[src/rtl/i2c_init_seq_pkg.sv]
`default_nettype none
// ============================================================================
// Module      : utils (package)
// Description : Shared types for the I2C init sequencer: ROM entry layout,
//               opcode encoding and sequencer FSM state encoding.
// Revision    : 1.0 - initial release
// ============================================================================
package utils;

    // Opcode field of an init ROM entry; any other value is illegal
    typedef enum logic [7:0] {
        OP_WRITE = 8'h00,
        OP_DELAY = 8'h01,
        OP_END   = 8'hFF
    } init_op_e;

    // 32-bit ROM entry; bit 16 (rsvd) carries no meaning
    typedef struct packed {
        init_op_e    op;
        logic [6:0]  dev;
        logic        rsvd;
        logic [7:0]  reg_addr;
        logic [7:0]  data;
    } init_entry_t;

    // Sequencer states
    typedef enum logic [3:0] {
        ST_IDLE      = 4'd0,
        ST_FETCH     = 4'd1,
        ST_LATCH     = 4'd2,
        ST_DECODE    = 4'd3,
        ST_ISSUE     = 4'd4,
        ST_WAIT_DONE = 4'd5,
        ST_DELAY     = 4'd6,
        ST_FINISH    = 4'd7,
        ST_FAIL      = 4'd8
    } init_state_e;

endpackage
`default_nettype wire

[src/rtl/i2c_init_seq_tick_gen.sv]
`default_nettype none
// ============================================================================
// Module      : tick_gen
// Description : Free-running divider; emits a one-cycle pulse every
//               DELAY_TICKS enabled cycles. Synchronous clear restarts the
//               count so the first unit after entry is a full one.
// Revision    : 1.0 - initial release
// ============================================================================
module tick_gen #(
    parameter int DELAY_TICKS = 100000
) (
    input  logic clk,
    input  logic rst_n,
    input  logic i_en,
    input  logic i_clr,
    output logic o_tick
);

    localparam int c_CNT_W = (DELAY_TICKS > 1) ? $clog2(DELAY_TICKS) : 1;
    localparam logic [c_CNT_W-1:0] c_LAST = c_CNT_W'(DELAY_TICKS - 1);

    logic [c_CNT_W-1:0] r_cnt;

    // Unit counter: 0..DELAY_TICKS-1 while enabled, cleared on request
    always_ff @(posedge clk or negedge rst_n) begin
        if (!rst_n) begin
            r_cnt <= '0;
        end else if (i_clr) begin
            r_cnt <= '0;
        end else if (i_en) begin
            r_cnt <= (r_cnt == c_LAST) ? '0 : r_cnt + 1'b1;
        end
    end

    assign o_tick = i_en && (r_cnt == c_LAST);

endmodule
`default_nettype wire

[src/rtl/i2c_init_seq.sv]
`default_nettype none
// ============================================================================
// Module      : i2c_init_seq
// Description : Walks the init ROM and issues one register write per WRITE
//               entry to the I2C byte master; executes DELAY entries, retries
//               NACKed writes and reports done / sticky error.
// Revision    : 1.0 - initial release
// ============================================================================
module i2c_init_seq
    import utils::*;
#(
    parameter int LINES       = 16,
    parameter int DELAY_TICKS = 100000,
    parameter int MAX_RETRY   = 3
) (
    input  logic                     clk,
    input  logic                     rst_n,
    input  logic                     start,
    output logic                     busy,
    output logic                     done,
    output logic                     err,
    output logic [$clog2(LINES)-1:0] err_index,
    output logic [$clog2(LINES)-1:0] rom_addr,
    input  logic [31:0]              rom_data,
    output logic                     cmd_valid,
    input  logic                     cmd_ready,
    output logic [6:0]               cmd_dev,
    output logic [7:0]               cmd_reg,
    output logic [7:0]               cmd_data,
    input  logic                     cmd_done,
    input  logic                     cmd_nack
);

    localparam int c_AW = $clog2(LINES);
    localparam int c_RW = (MAX_RETRY > 0) ? $clog2(MAX_RETRY + 1) : 1;
    localparam logic [c_AW-1:0] c_LAST_IDX  = c_AW'(LINES - 1);
    localparam logic [c_RW-1:0] c_MAX_RETRY = c_RW'(MAX_RETRY);

    init_state_e     r_state;
    init_state_e     w_state_nxt;
    init_state_e     w_adv_state;
    init_entry_t     w_entry;
    logic [c_AW-1:0] r_ptr;
    logic [c_AW-1:0] r_rom_addr;
    logic [c_AW-1:0] r_err_index;
    logic [c_RW-1:0] r_retry;
    logic [7:0]      r_dly_cnt;
    logic [6:0]      r_dev;
    logic [7:0]      r_reg;
    logic [7:0]      r_data;
    logic            r_err;
    logic            w_advance;
    logic            w_retry_ok;
    logic            w_tick;
    logic            w_unused_rsvd;

    assign w_entry       = init_entry_t'(rom_data);
    assign w_unused_rsvd = w_entry.rsvd;
    assign w_retry_ok    = (r_retry < c_MAX_RETRY);
    // The pointer saturates: the last line finishes the run instead of wrapping
    assign w_adv_state   = (r_ptr == c_LAST_IDX) ? ST_FINISH : ST_FETCH;

    tick_gen #(
        .DELAY_TICKS (DELAY_TICKS)
    ) u_tick (
        .clk    (clk),
        .rst_n  (rst_n),
        .i_en   (r_state == ST_DELAY),
        .i_clr  ((r_state != ST_DELAY) && (w_state_nxt == ST_DELAY)),
        .o_tick (w_tick)
    );

    // State register
    always_ff @(posedge clk or negedge rst_n) begin
        if (!rst_n) begin
            r_state <= ST_IDLE;
        end else begin
            r_state <= w_state_nxt;
        end
    end

    // Next-state decode and pointer-advance strobe
    always_comb begin
        w_state_nxt = r_state;
        w_advance   = 1'b0;
        case (r_state)
            ST_IDLE: begin
                if (start) w_state_nxt = ST_FETCH;
            end
            ST_FETCH:  w_state_nxt = ST_LATCH;
            ST_LATCH:  w_state_nxt = ST_DECODE;
            ST_DECODE: begin
                case (w_entry.op)
                    OP_WRITE: w_state_nxt = ST_ISSUE;
                    OP_DELAY: begin
                        if (w_entry.data == 8'd0) begin
                            w_advance   = 1'b1;
                            w_state_nxt = w_adv_state;
                        end else begin
                            w_state_nxt = ST_DELAY;
                        end
                    end
                    OP_END:   w_state_nxt = ST_FINISH;
                    default:  w_state_nxt = ST_FAIL;
                endcase
            end
            ST_ISSUE: begin
                // cmd_done is not looked at here, so a stray one is ignored
                if (cmd_ready) w_state_nxt = ST_WAIT_DONE;
            end
            ST_WAIT_DONE: begin
                if (cmd_done) begin
                    if (!cmd_nack) begin
                        w_advance   = 1'b1;
                        w_state_nxt = w_adv_state;
                    end else if (w_retry_ok) begin
                        w_state_nxt = ST_ISSUE;
                    end else begin
                        w_state_nxt = ST_FAIL;
                    end
                end
            end
            ST_DELAY: begin
                if (w_tick && (r_dly_cnt == 8'd1)) begin
                    w_advance   = 1'b1;
                    w_state_nxt = w_adv_state;
                end
            end
            ST_FINISH: w_state_nxt = ST_IDLE;
            ST_FAIL:   w_state_nxt = ST_IDLE;
            default:   w_state_nxt = ST_IDLE;
        endcase
    end

    // Datapath: pointer, ROM address, command fields, retry/delay counters, error
    always_ff @(posedge clk or negedge rst_n) begin
        if (!rst_n) begin
            r_ptr       <= '0;
            r_rom_addr  <= '0;
            r_err_index <= '0;
            r_retry     <= '0;
            r_dly_cnt   <= '0;
            r_dev       <= '0;
            r_reg       <= '0;
            r_data      <= '0;
            r_err       <= 1'b0;
        end else begin
            case (r_state)
                ST_IDLE: begin
                    if (start) begin
                        r_err   <= 1'b0;
                        r_ptr   <= '0;
                        r_retry <= '0;
                    end
                end
                ST_FETCH: r_rom_addr <= r_ptr;
                ST_DECODE: begin
                    // Command fields only move while cmd_valid is low
                    if (w_entry.op == OP_WRITE) begin
                        r_dev  <= w_entry.dev;
                        r_reg  <= w_entry.reg_addr;
                        r_data <= w_entry.data;
                    end
                    r_dly_cnt <= w_entry.data;
                end
                ST_WAIT_DONE: begin
                    if (cmd_done && cmd_nack && w_retry_ok) r_retry <= r_retry + 1'b1;
                end
                ST_DELAY: begin
                    if (w_tick) r_dly_cnt <= r_dly_cnt - 8'd1;
                end
                ST_FAIL: begin
                    r_err       <= 1'b1;
                    r_err_index <= r_ptr;
                end
                default: ;
            endcase
            if (w_advance) begin
                r_retry <= '0;
                if (r_ptr != c_LAST_IDX) r_ptr <= r_ptr + 1'b1;
            end
        end
    end

    assign busy      = (r_state != ST_IDLE);
    assign done      = (r_state == ST_FINISH);
    assign cmd_valid = (r_state == ST_ISSUE);
    assign err       = r_err;
    assign err_index = r_err_index;
    assign rom_addr  = r_rom_addr;
    assign cmd_dev   = r_dev;
    assign cmd_reg   = r_reg;
    assign cmd_data  = r_data;

endmodule
`default_nettype wire

[config.mk]
export PLATFORM = sky130hd
export DESIGN_NAME = i2c_init_seq
export DESIGN_NICKNAME = d
export VERILOG_FILES = /design/src/rtl/i2c_init_seq_pkg.sv /design/src/rtl/i2c_init_seq_tick_gen.sv /design/src/rtl/i2c_init_seq.sv
export SDC_FILE = /design/constraint.sdc
export NUM_CORES = 1
export LEC_CHECK = 0
export CAP_MARGIN = 10
export CORE_MARGIN = 2
export CORE_UTILIZATION = 48
export DETAILED_ROUTE_END_ITERATION = 12
export PLACE_DENSITY = 0.74
export SETUP_SLACK_MARGIN = 0.3
export SLEW_MARGIN = 10
export SYNTH_ARGS = -nofsm -noshare
export SYNTH_HDL_FRONTEND = slang
export SYNTH_SLANG_ARGS = --single-unit
[constraint.sdc]
create_clock -name clk -period 3.2 [get_ports clk]
set_clock_uncertainty 0.05 [all_clocks]
set_input_delay 0.32 -clock clk [delete_from_list [all_inputs] [get_ports clk]]
set_output_delay 0.32 -clock clk [all_outputs]
set_load 0.01 [all_outputs]
==> flow_summary_export.csv, run 1 <==
group,metric,value,unit
sta,setup_tns,0,ns
global_routing,grt_max_degree,43,
routing,ant_nets,0,
routing,via_per_inst,5.709,
final_layout,antenna_cells,0,
final_layout,fill_cells,614,
sta,period_share,0.7433,
die,start_util,0.4993,
clock_network,clk_path_buf_depth,2,
routing,drc_errors,0,
clock_network,cts_root_buf,"clkbuf_8",
min_path,hp-class,"input port to asynchronous set/reset pin",
die,dieArea,8298,µm²
sta,setup_viol,0,
final_layout,drive_gt1_frac,0.1767,
sta,min_period,2.378,ns
sta,relSlewSlack,0.4452,
final_layout,area_delta_synth_final,26.80,%
sta,timing.final.max_slew_violations,0,
synthesis,syn-instance-count,352,
global_routing,grt_pass1_wl,14.24,mm
clock_network,tritoncts,"built",
die,fp.dieW,91.10,µm
worst_setup_path,cp-end-kind,"flop",
synthesis,synth_area_per_cell,10.34,µm²
worst_setup_path,crit_arrival,2.57,ns
global_routing,grt_pass1_vias,2921,
die,std_cell_rows,31,
synthesis,yosysTopAreaCellShare,0.4605,
worst_setup_path,crit_type,"flop to flop",
synthesis,ys_types,65,
synthesis,synth_area_leaders,"dfrtp_1 (46%), mux2_2 (8.0%), nand2_1 (4.1%)",
sta,worst_pin_slew,0.8292,ns
final_layout,largest-register,"u_tick.r_cnt",
clock_network,clock-sinks,67,
worst_setup_path,cp_max_fo,8,
global_routing,grt_usage,0.2126,
synthesis,synthArstFlopShare,1.000,
routing,num_vias,3020,
synthesis,synth-seq-cells,67,
final_layout,largest_reg_flops,17,
clock_network,cts_buffers,9,
final_layout,post-route-util,0.6332,
power_and_ir_drop,vdd_drop_max,0.0002899,V
clock_network,clk_pin_slew,0.08,ns
global_routing,antenna_found_initial,0,
global_routing,overflow,0,
synthesis,ys_warn_count,0,
power_and_ir_drop,power_density,644.8,nW/µm²
routing,routed_wl,8.417,mm
worst_setup_path,start_kind,"flop",
die,die_h,91.10,µm
synthesis,synth.largest_area_cell,"dfrtp_1",
clock_network,htreeDepth,3,
routing,wl_per_cell,15.91,µm
sta,max_freq,0.4204,GHz
outcome,status,"complete, no violations",
power_and_ir_drop,p_leak,2.030,nW
placed_design,hpwlAfterDp,6.096,mm
synthesis,synth_nets,395,
sta,hold_viol,0,
worst_setup_path,reg2reg_slack,0.82,ns
die,coreArea,7292,µm²
synthesis,synth_edf_count,0,
routing,firstDrtPassIters,5,
placed_design,portBuffers,71,
synthesis,ys_dominant_reg_cell,"dfrtp_1",
synthesis,syn_area,3641,µm²
routing,drt_iter0_drc,167,
sta,rsz0062_at_grt,"no",
placed_design,routabilityCongestion,0.8388,
run,cap_violations,0,
final_layout,fin_nets,470,
synthesis,ys_seq_area_frac,0.4605,
die,ios,73,
clock_network,worst_skew_pair.late_latency,0.34,ns
worst_setup_path,required,3.39,ns
==> what timing repair did <==
action | in CTS | in global routing
gates resized for setup | 0 | 0
hold buffers | 1 | 0
endpoints found under the hold margin | 7 | 0
setup buffers | 0 | 0
==> per-layer routing <==
layer / vias up / share of wire / GRT usage
met5: - / 0 / 0
met4: 0 / 0.010 / 0.05808
met3: 11 / 0.071 / 0.07635
met2: 100 / 0.46 / 0.3352
met1: 1469 / 0.45 / 0.2779
li1: 1440 / - / -
==> area by class of cell <==
type,instances,area (µm²),area share
well taps,99,123.9,0.02683
multi-input cells,264,1859,0.4027
clock inverters,4,28.78,0.006233
flip-flops and latches,67,1677,0.3631
inverters,6,22.52,0.004878
clock buffers,10,137.6,0.02981
repair buffers,79,768.2,0.1664
==> where the power goes <==
| group | total, mW | internal, mW | switching (mW) |
|---|---|---|---|
| Combinational | 1.11 | 0.495 | 0.613 |
| Sequential | 1.26 | 1.02 | 0.244 |
| Clock | 0.610 | 0.293 | 0.316 |
==> synth_stat cells (6+ instances only) <==
master    n
mux2_1    6
a21oi_1   9
nor2_1   22
nand4_1  10
nor2b_1   6
nor3_1   12
inv_1     6
dfrtp_1  67
nand3_1  13
o21ai_2   8
o21ai_0  25
mux2_2   26
nor4_1    6
nand2_1  40
==> critical path: stages (launching register included) <==
cell and delay, ns:
dfrtp_1 0.41, ha_1 0.25, and4_2 0.30, nand4_1 0.19
o21a_1 0.27, nor4_4 0.37, nor3_4 0.08, buf_4 0.18
o21ai_0 0.19
==> logic make-up (layout without fill, tap and decap cells) <==
group           count (synthesis)  after routing  synth area share
fa+ha+maj                       5              5           0.01718
xor+xnor                        2              2          0.004812
compound gates                 78             78            0.1567
flops                          67             67            0.4605
simple gates                  146            146            0.2285
mux                            33             33            0.1017
buf+inv                        21             99           0.03058
==> layout by cell type, fill, tap and decap left out, types with 2 or more instances in the layout <==
cell type        Yosys  layout
nor3b_1              3       3
a21oi_1              9       9
a31oi_1              5       5
or2_2                2       2
and4bb_2             2       2
o22ai_2              3       3
nor3_1              12      12
nand2_1             40      40
nor2b_1              6       6
clkinvlp_4           0       2
ha_1                 5       5
nor4_4               2       2
and3_1               2       2
nand4_1             10      10
o21ai_0             25      25
mux2_1               6       6
or3_1                4       4
nor4_1               6       6
buf_4                2       7
o21ai_2              8       8
inv_1                6       6
clkdlybuf4s50_1      0      70
mux2_2              26      26
nor2_1              22      22
a21o_1               3       3
nand2b_1             5       5
o211ai_1             2       2
and2_1               4       4
dfrtp_1             67      67
clkbuf_8             0      10
nand3_1             13      13
nor3_4               1       2
o21a_1               4       4
and4bb_1             3       3
o22a_1               2       2
==> per-stage QoR <==
step,instances,hold slack (ns),power [mW],area [µm²],setup slack (ns)
2_1_floorplan,352,-0.02559,2.061,3641,1.155
3_3_place_gp,514,0.1346,2.327,4441,0.6907
3_5_place_dp,514,0.1355,2.375,4441,0.6419
4_1_cts,529,0.3141,2.996,4617,0.8021
5_1_grt,529,0.3255,3.193,4617,0.6121
6_report,529,0.3216,2.977,4617,0.8215
==> path summary, 6_finish.rpt <==
path | cells after the start | start | to
setup / recovery | 8 | u_tick.r_cnt[0] | u_tick.r_cnt[1]
hold / removal | 2 | rst_n | u_tick.r_cnt[5]
setup reg to reg | 8 | u_tick.r_cnt[0] | u_tick.r_cnt[1]
hold reg to reg | 1 | err | err
max in group asynchronous | 3 | rst_n | r_retry[1]
min in group clk | 1 | err | err
Note: power is estimated with default switching activity, not from simulation.
==> run 2: changes to the inputs <==
==> constraint.sdc (replaced) <==
create_clock -name clk -period 2.25 [get_ports clk]
set_clock_uncertainty 0.05 [all_clocks]
set_input_delay 0.225 -clock clk [delete_from_list [all_inputs] [get_ports clk]]
set_output_delay 0.225 -clock clk [all_outputs]
set_load 0.01 [all_outputs]
==> run 2 against run 1 <==
  * Design area is 12% higher
  * Utilization is 7.6 points higher
  * Critical endpoint is now r_ptr[3]
  * Highest routed layer unchanged
  * Hold slack better by 0.090 ns
  * Die area stayed put
  * Flip-flop and latch count stayed put
  * Via count is 4.4% higher
==> flow_summary_export.csv, run 2 (synthesis gave the netlist of run 1 again) <==
group,metric,value,unit
worst_setup_path,worst_path_largest_cell_delay,0.42,ns
worst_setup_path,required,2.44,ns
die,fp.dieW,91.10,µm
final_layout,fill_cells,577,
worst_setup_path,crit_type,"flop to flop",
worst_setup_path,cp_max_fo,6,
power_and_ir_drop,switching_share,0.3672,
sta,finalHoldWorstSlack,0.4118,ns
final_layout,fin_cells,563,
placed_design,portBuffers,71,
power_and_ir_drop,seqPwrFrac,0.353,
sta,relSlewSlack,0.5455,
final_layout,largest_reg_flops,17,
global_routing,grt_pass1_vias,3068,
sta,worst_pin_slew,0.6818,ns
clock_network,tritoncts,"built",
power_and_ir_drop,power_density,980.3,nW/µm²
routing,firstDrtPassIters,4,
clock_network,clock-sinks,67,
final_layout,fin_nets,502,
sta,timing.final.max_slew_violations,0,
clock_network,clk_path_buf_depth,2,
clock_network,clk_pin_slew,0.08,ns
final_layout,mostFrequentLayoutCells,"clkdlybuf4s50_1 (67), dfrtp_1 (63), nand2_1 (39)",
sta,setup_tns,0,ns
die,start_util,0.4993,
final_layout,largest-register,"u_tick.r_cnt",
power_and_ir_drop,clockPowerShare,0.241,
clock_network,worst_skew_pair.late_latency,0.34,ns
die,std_cell_rows,31,
global_routing,overflow,0,
clock_network,htreeDepth,3,
die,ios,73,
power_and_ir_drop,power,5.068,mW
final_layout,multi_input_area,2024,µm²
die,coreArea,7292,µm²
sta,period_share,0.9408,
global_routing,antenna_found_initial,0,
routing,num_vias,3154,
run,cap_violations,0,
routing,via_per_inst,5.602,
die,die_h,91.10,µm
global_routing,grt_usage,0.2276,
power_and_ir_drop,p_int,3.207,mW
worst_setup_path,start_kind,"flop",
final_layout,antenna_cells,0,
clock_network,cts_buffers,9,
placed_design,dp.cells,531,
worst_setup_path,crit_family,"compound AO/OA/AOI/OAI gates",
sta,rsz0062_at_grt,"yes",
sta,min_period,2.117,ns
final_layout,drive_gt1_frac,0.2931,
sta,setup_viol,0,
worst_setup_path,cp-end-kind,"flop",
power_and_ir_drop,comb_power_share,0.406,
worst_setup_path,cp_slowest_cell,"dfrtp_2",
power_and_ir_drop,p_leak,2.314,nW
die,dieArea,8298,µm²
sta,hold_viol,0,
routing,ant_nets,0,
min_path,hp-class,"input port to asynchronous set/reset pin",
power_and_ir_drop,net-switching-power,1.861,mW
clock_network,cts_root_buf,"clkbuf_8",
power_and_ir_drop,vdd_drop_max,0.0005614,V
routing,drt_iter0_drc,213,
routing,drc_errors,0,
final_layout,layout_commonest_cell,"clkdlybuf4s50_1",
placed_design,routabilityCongestion,0.8190,
sta,max_freq,0.4724,GHz
worst_setup_path,worst-path-buf-inv,1,
routing,routed_wl,9.416,mm
final_layout,seq_area,1682,µm²
worst_setup_path,crit_arrival,2.30,ns
final_layout,area_delta_synth_final,41.99,%
global_routing,grt_max_degree,42,
placed_design,hpwlAfterDp,6.290,mm
outcome,status,"complete, no violations",
worst_setup_path,crit_chain,"dlymetal6s2s_1 -> and4bb_1 -> nand2_1 -> o32ai_2 -> o21ai_2 -> mux2_4 -> a21o_1",
routing,wl_per_cell,16.72,µm
global_routing,grt_pass1_wl,15.22,mm
-- run 2: cell types whose count changed in the layout (fill, tap and decap cells not counted), sizes merged --
cell / previous run / this run
clkdlybuf4s50: 70 / 67
dlymetal6s2s: 0 / 2
buf: 8 / 37
clkinv: 2 / 3
dlygate4sd2: 0 / 2
nor2: 22 / 23
clkinvlp: 2 / 1
bufinv: 0 / 3
-- run 2: cell type report --
type,count,area share
inverters,6,0.004356
flip-flops and latches,67,0.3253
clock inverters,7,0.02251
clock buffers,9,0.02396
multi-input cells,265,0.3916
repair buffers,110,0.2084
well taps,99,0.02396
-- run 2: path summary, 6_finish.rpt --
check | from | to | slack [ns] | cells after the start
setup / recovery | r_state[1] | r_ptr[3] | 0.13 | 7
hold reg to reg | r_retry[0] | r_retry[0] | 0.44 | 1
hold / removal | rst_n | u_tick.r_cnt[8] | 0.41 | 2
min in group clk | rom_data[8] | cmd_reg[0] | 0.43 | 2
setup reg to reg | r_state[1] | r_ptr[3] | 0.13 | 7
max in group asynchronous | rst_n | rom_addr[0] | 1.18 | 3
-- run 2: repair_timing --
item / in CTS / in global routing
gates resized for setup: 24 / 27
pin swaps: 8 / 18
buffers inserted: 7 / 6
hold endpoints to repair: 24 / 0
gates cloned: 0 / 2
hold buffers: 1 / 0
setup endpoints to repair: 32 / 55
-- run 2: power groups by stage --
stage	logic [mW]	clock network, mW	registers, mW
after floorplan	1.25	0	1.71
after global placement	1.73	0	1.78
after detailed placement	1.78	0	1.80
after CTS	1.91	1.24	1.79
after global routing	2.29	1.30	1.84
final	2.06	1.22	1.79
-- run 2: per-stage QoR --
stage | setup slack [ns] | util | instance area, µm²
CTS | 0.1870 | 0.6869 | 5009
detailed placement | -0.1081 | 0.6345 | 4627
global route | 0.01807 | 0.7090 | 5170
global placement | -0.1209 | 0.6345 | 4627
finish | 0.1332 | 0.7090 | 5170
floorplan | 0.3000 | - | 3650
-- run 2: worst register-to-register path: stages (launching register included) --
cell and delay (ns):
dfrtp_2 0.42, dlymetal6s2s_1 0.20, and4bb_1 0.27, nand2_1 0.12
o32ai_2 0.36, o21ai_2 0.13, mux2_4 0.31, a21o_1 0.15
-- run 2: routing by layer --
metal | track usage | part of all wire
met5 | 0 | 0
met4 | 0.06313 | 0.0087
met3 | 0.04398 | 0.036
met2 | 0.3790 | 0.52
met1 | 0.3043 | 0.43
==> run 3: changes to the inputs <==
--- a/config.mk
+++ b/config.mk
@@ -15,3 +15,4 @@
 export SYNTH_ARGS = -nofsm -noshare
 export SYNTH_HDL_FRONTEND = slang
 export SYNTH_SLANG_ARGS = --single-unit
+export TNS_END_PERCENT = 30
==> run 3 against run 2 <==
  * Design area shrank 2.7%
  * First-iteration DRC count shrank 46%
  * Routed wire length shrank 5.4%
  * Largest cell class unchanged
  * Critical path depth shrank 1
  * Global-route usage shrank 1.1 points
  * Utilization shrank 1.9 points
==> flow_summary_export.csv, run 3 (synthesis gave the netlist of run 1 again) <==
group,metric,value,unit
final_layout,fin_nets,503,
die,fp.dieW,91.10,µm
global_routing,overflow,0,
worst_setup_path,cp_slowest_cell,"dfrtp_1",
die,dieArea,8298,µm²
routing,wl_per_cell,15.80,µm
die,coreArea,7292,µm²
worst_setup_path,crit_type,"flop to flop",
global_routing,grt_usage,0.2164,
die,die_h,91.10,µm
final_layout,mostFrequentLayoutCells,"clkdlybuf4s50_1 (70), dfrtp_1 (62), nand2_1 (40)",
worst_setup_path,cp-end-kind,"flop",
clock_network,tritoncts,"built",
worst_setup_path,start_kind,"flop",
final_layout,fill_cells,591,
sta,worst_slack,0.1394,ns
clock_network,cts_buffers,9,
global_routing,grt_pass1_wl,14.71,mm
routing,firstDrtPassIters,5,
worst_setup_path,crit_arrival,2.30,ns
routing,drc_errors,0,
power_and_ir_drop,p_leak,2.231,nW
sta,setup_tns,0,ns
clock_network,clk_pin_slew,0.08,ns
outcome,status,"complete, no violations",
clock_network,worst_skew_pair.late_latency,0.34,ns
final_layout,area_delta_synth_final,38.18,%
power_and_ir_drop,vdd_drop_max,0.0005686,V
power_and_ir_drop,power_density,963.9,nW/µm²
final_layout,antenna_cells,0,
final_layout,layout_commonest_cell,"clkdlybuf4s50_1",
die,ios,73,
clock_network,clock-sinks,67,
global_routing,grt_pass1_vias,3013,
min_path,hp-class,"input port to asynchronous set/reset pin",
worst_setup_path,worst_path_largest_cell_delay,0.42,ns
clock_network,clk_path_buf_depth,2,
sta,relSlewSlack,0.6473,
sta,period_share,0.9381,
final_layout,final_area,5031,µm²
sta,setup_viol,0,
sta,rsz0062_at_grt,"yes",
final_layout,largest-register,"u_tick.r_cnt",
placed_design,hpwlAfterDp,6.160,mm
die,start_util,0.4993,
global_routing,grt_max_degree,48,
clock_network,htreeDepth,3,
clock_network,cts_root_buf,"clkbuf_8",
routing,via_per_inst,5.576,
placed_design,dp.cells,529,
routing,routed_wl,8.909,mm
sta,min_period,2.111,ns
placed_design,portBuffers,71,
global_routing,antenna_found_initial,0,
sta,worst_pin_slew,0.5284,ns
routing,num_vias,3145,
placed_design,pre_cts_slack,-0.1679,ns
worst_setup_path,worst-path-buf-inv,0,
run,cap_violations,0,
sta,finalHoldWorstSlack,0.3305,ns
routing,drt_iter0_drc,116,
final_layout,drive_gt1_frac,0.2710,
power_and_ir_drop,power,4.850,mW
sta,max_freq,0.4738,GHz
final_layout,fin_cells,564,
routing,ant_nets,0,
worst_setup_path,crit_chain,"nor4b_4 -> nand4_1 -> o32ai_2 -> o21ai_2 -> mux2_1 -> a21o_1",
placed_design,place_area,4596,µm²
final_layout,post-route-util,0.6899,
worst_setup_path,crit_family,"compound AO/OA/AOI/OAI gates",
sta,hold_viol,0,
placed_design,routabilityCongestion,0.8155,
sta,timing.final.max_slew_violations,0,
worst_setup_path,required,2.44,ns
final_layout,largest_reg_flops,17,
worst_setup_path,cp_max_fo,3,
die,std_cell_rows,31,
-- run 3: area by class of cell --
class / count / area (µm²) / share of cell area
clock buffers: 9 / 123.9 / 0.02462
clock inverters: 7 / 76.32 / 0.01517
inverters: 6 / 22.52 / 0.004476
multi-input cells: 264 / 1931 / 0.3837
flip-flops and latches: 67 / 1683 / 0.3345
well taps: 99 / 123.9 / 0.02462
repair buffers: 112 / 1071 / 0.2129
-- run 3: power breakdown --
group | internal [mW] | total (mW) | switching, mW
sequential | 1.45 | 1.79 | 0.342
combinational | 1.03 | 2.04 | 1.01
clock | 0.519 | 1.02 | 0.500
-- run 3: repair_timing --
action                                  4_1_cts  5_1_grt
gates cloned                                  0        1
buffers inserted                             10        7
endpoints found under the setup margin       34       58
hold buffers                                  1        0
gates resized for setup                       5       15
pin swaps                                     8        6
hold endpoints to repair                     20        0
-- run 3: worst paths after layout --
kind | from | end | slack (ns) | depth (start not counted)
max | u_tick.r_cnt[13] | r_ptr[3] | 0.14 | 6
min | rst_n | u_tick.r_cnt[13] | 0.33 | 2
max reg2reg | u_tick.r_cnt[13] | r_ptr[3] | 0.14 | 6
min reg2reg | err | err | 0.43 | 1
max in group asynchronous | rst_n | r_ptr[0] | 1.20 | 3
min in group clk | rom_data[10] | cmd_reg[2] | 0.43 | 2
-- run 3: layer usage --
metal	vias up	part of all wire	global-route usage	routed length, µm
met5	-	0	0	0
met4	0	0.011	0.06818	97
met3	9	0.046	0.03071	414
met2	80	0.50	0.3605	4459
met1	1536	0.44	0.2926	3938
li1	1520	-	-	-
-- run 3: worst register-to-register path, delay by kind of cell, from the launching register on --
kind | cells | cell delay [ns]
multiplexers | 1 | 0.34
AND/OR/NAND/NOR | 2 | 0.60
flip-flops | 1 | 0.42
AO/OA/AOI/OAI | 3 | 0.61
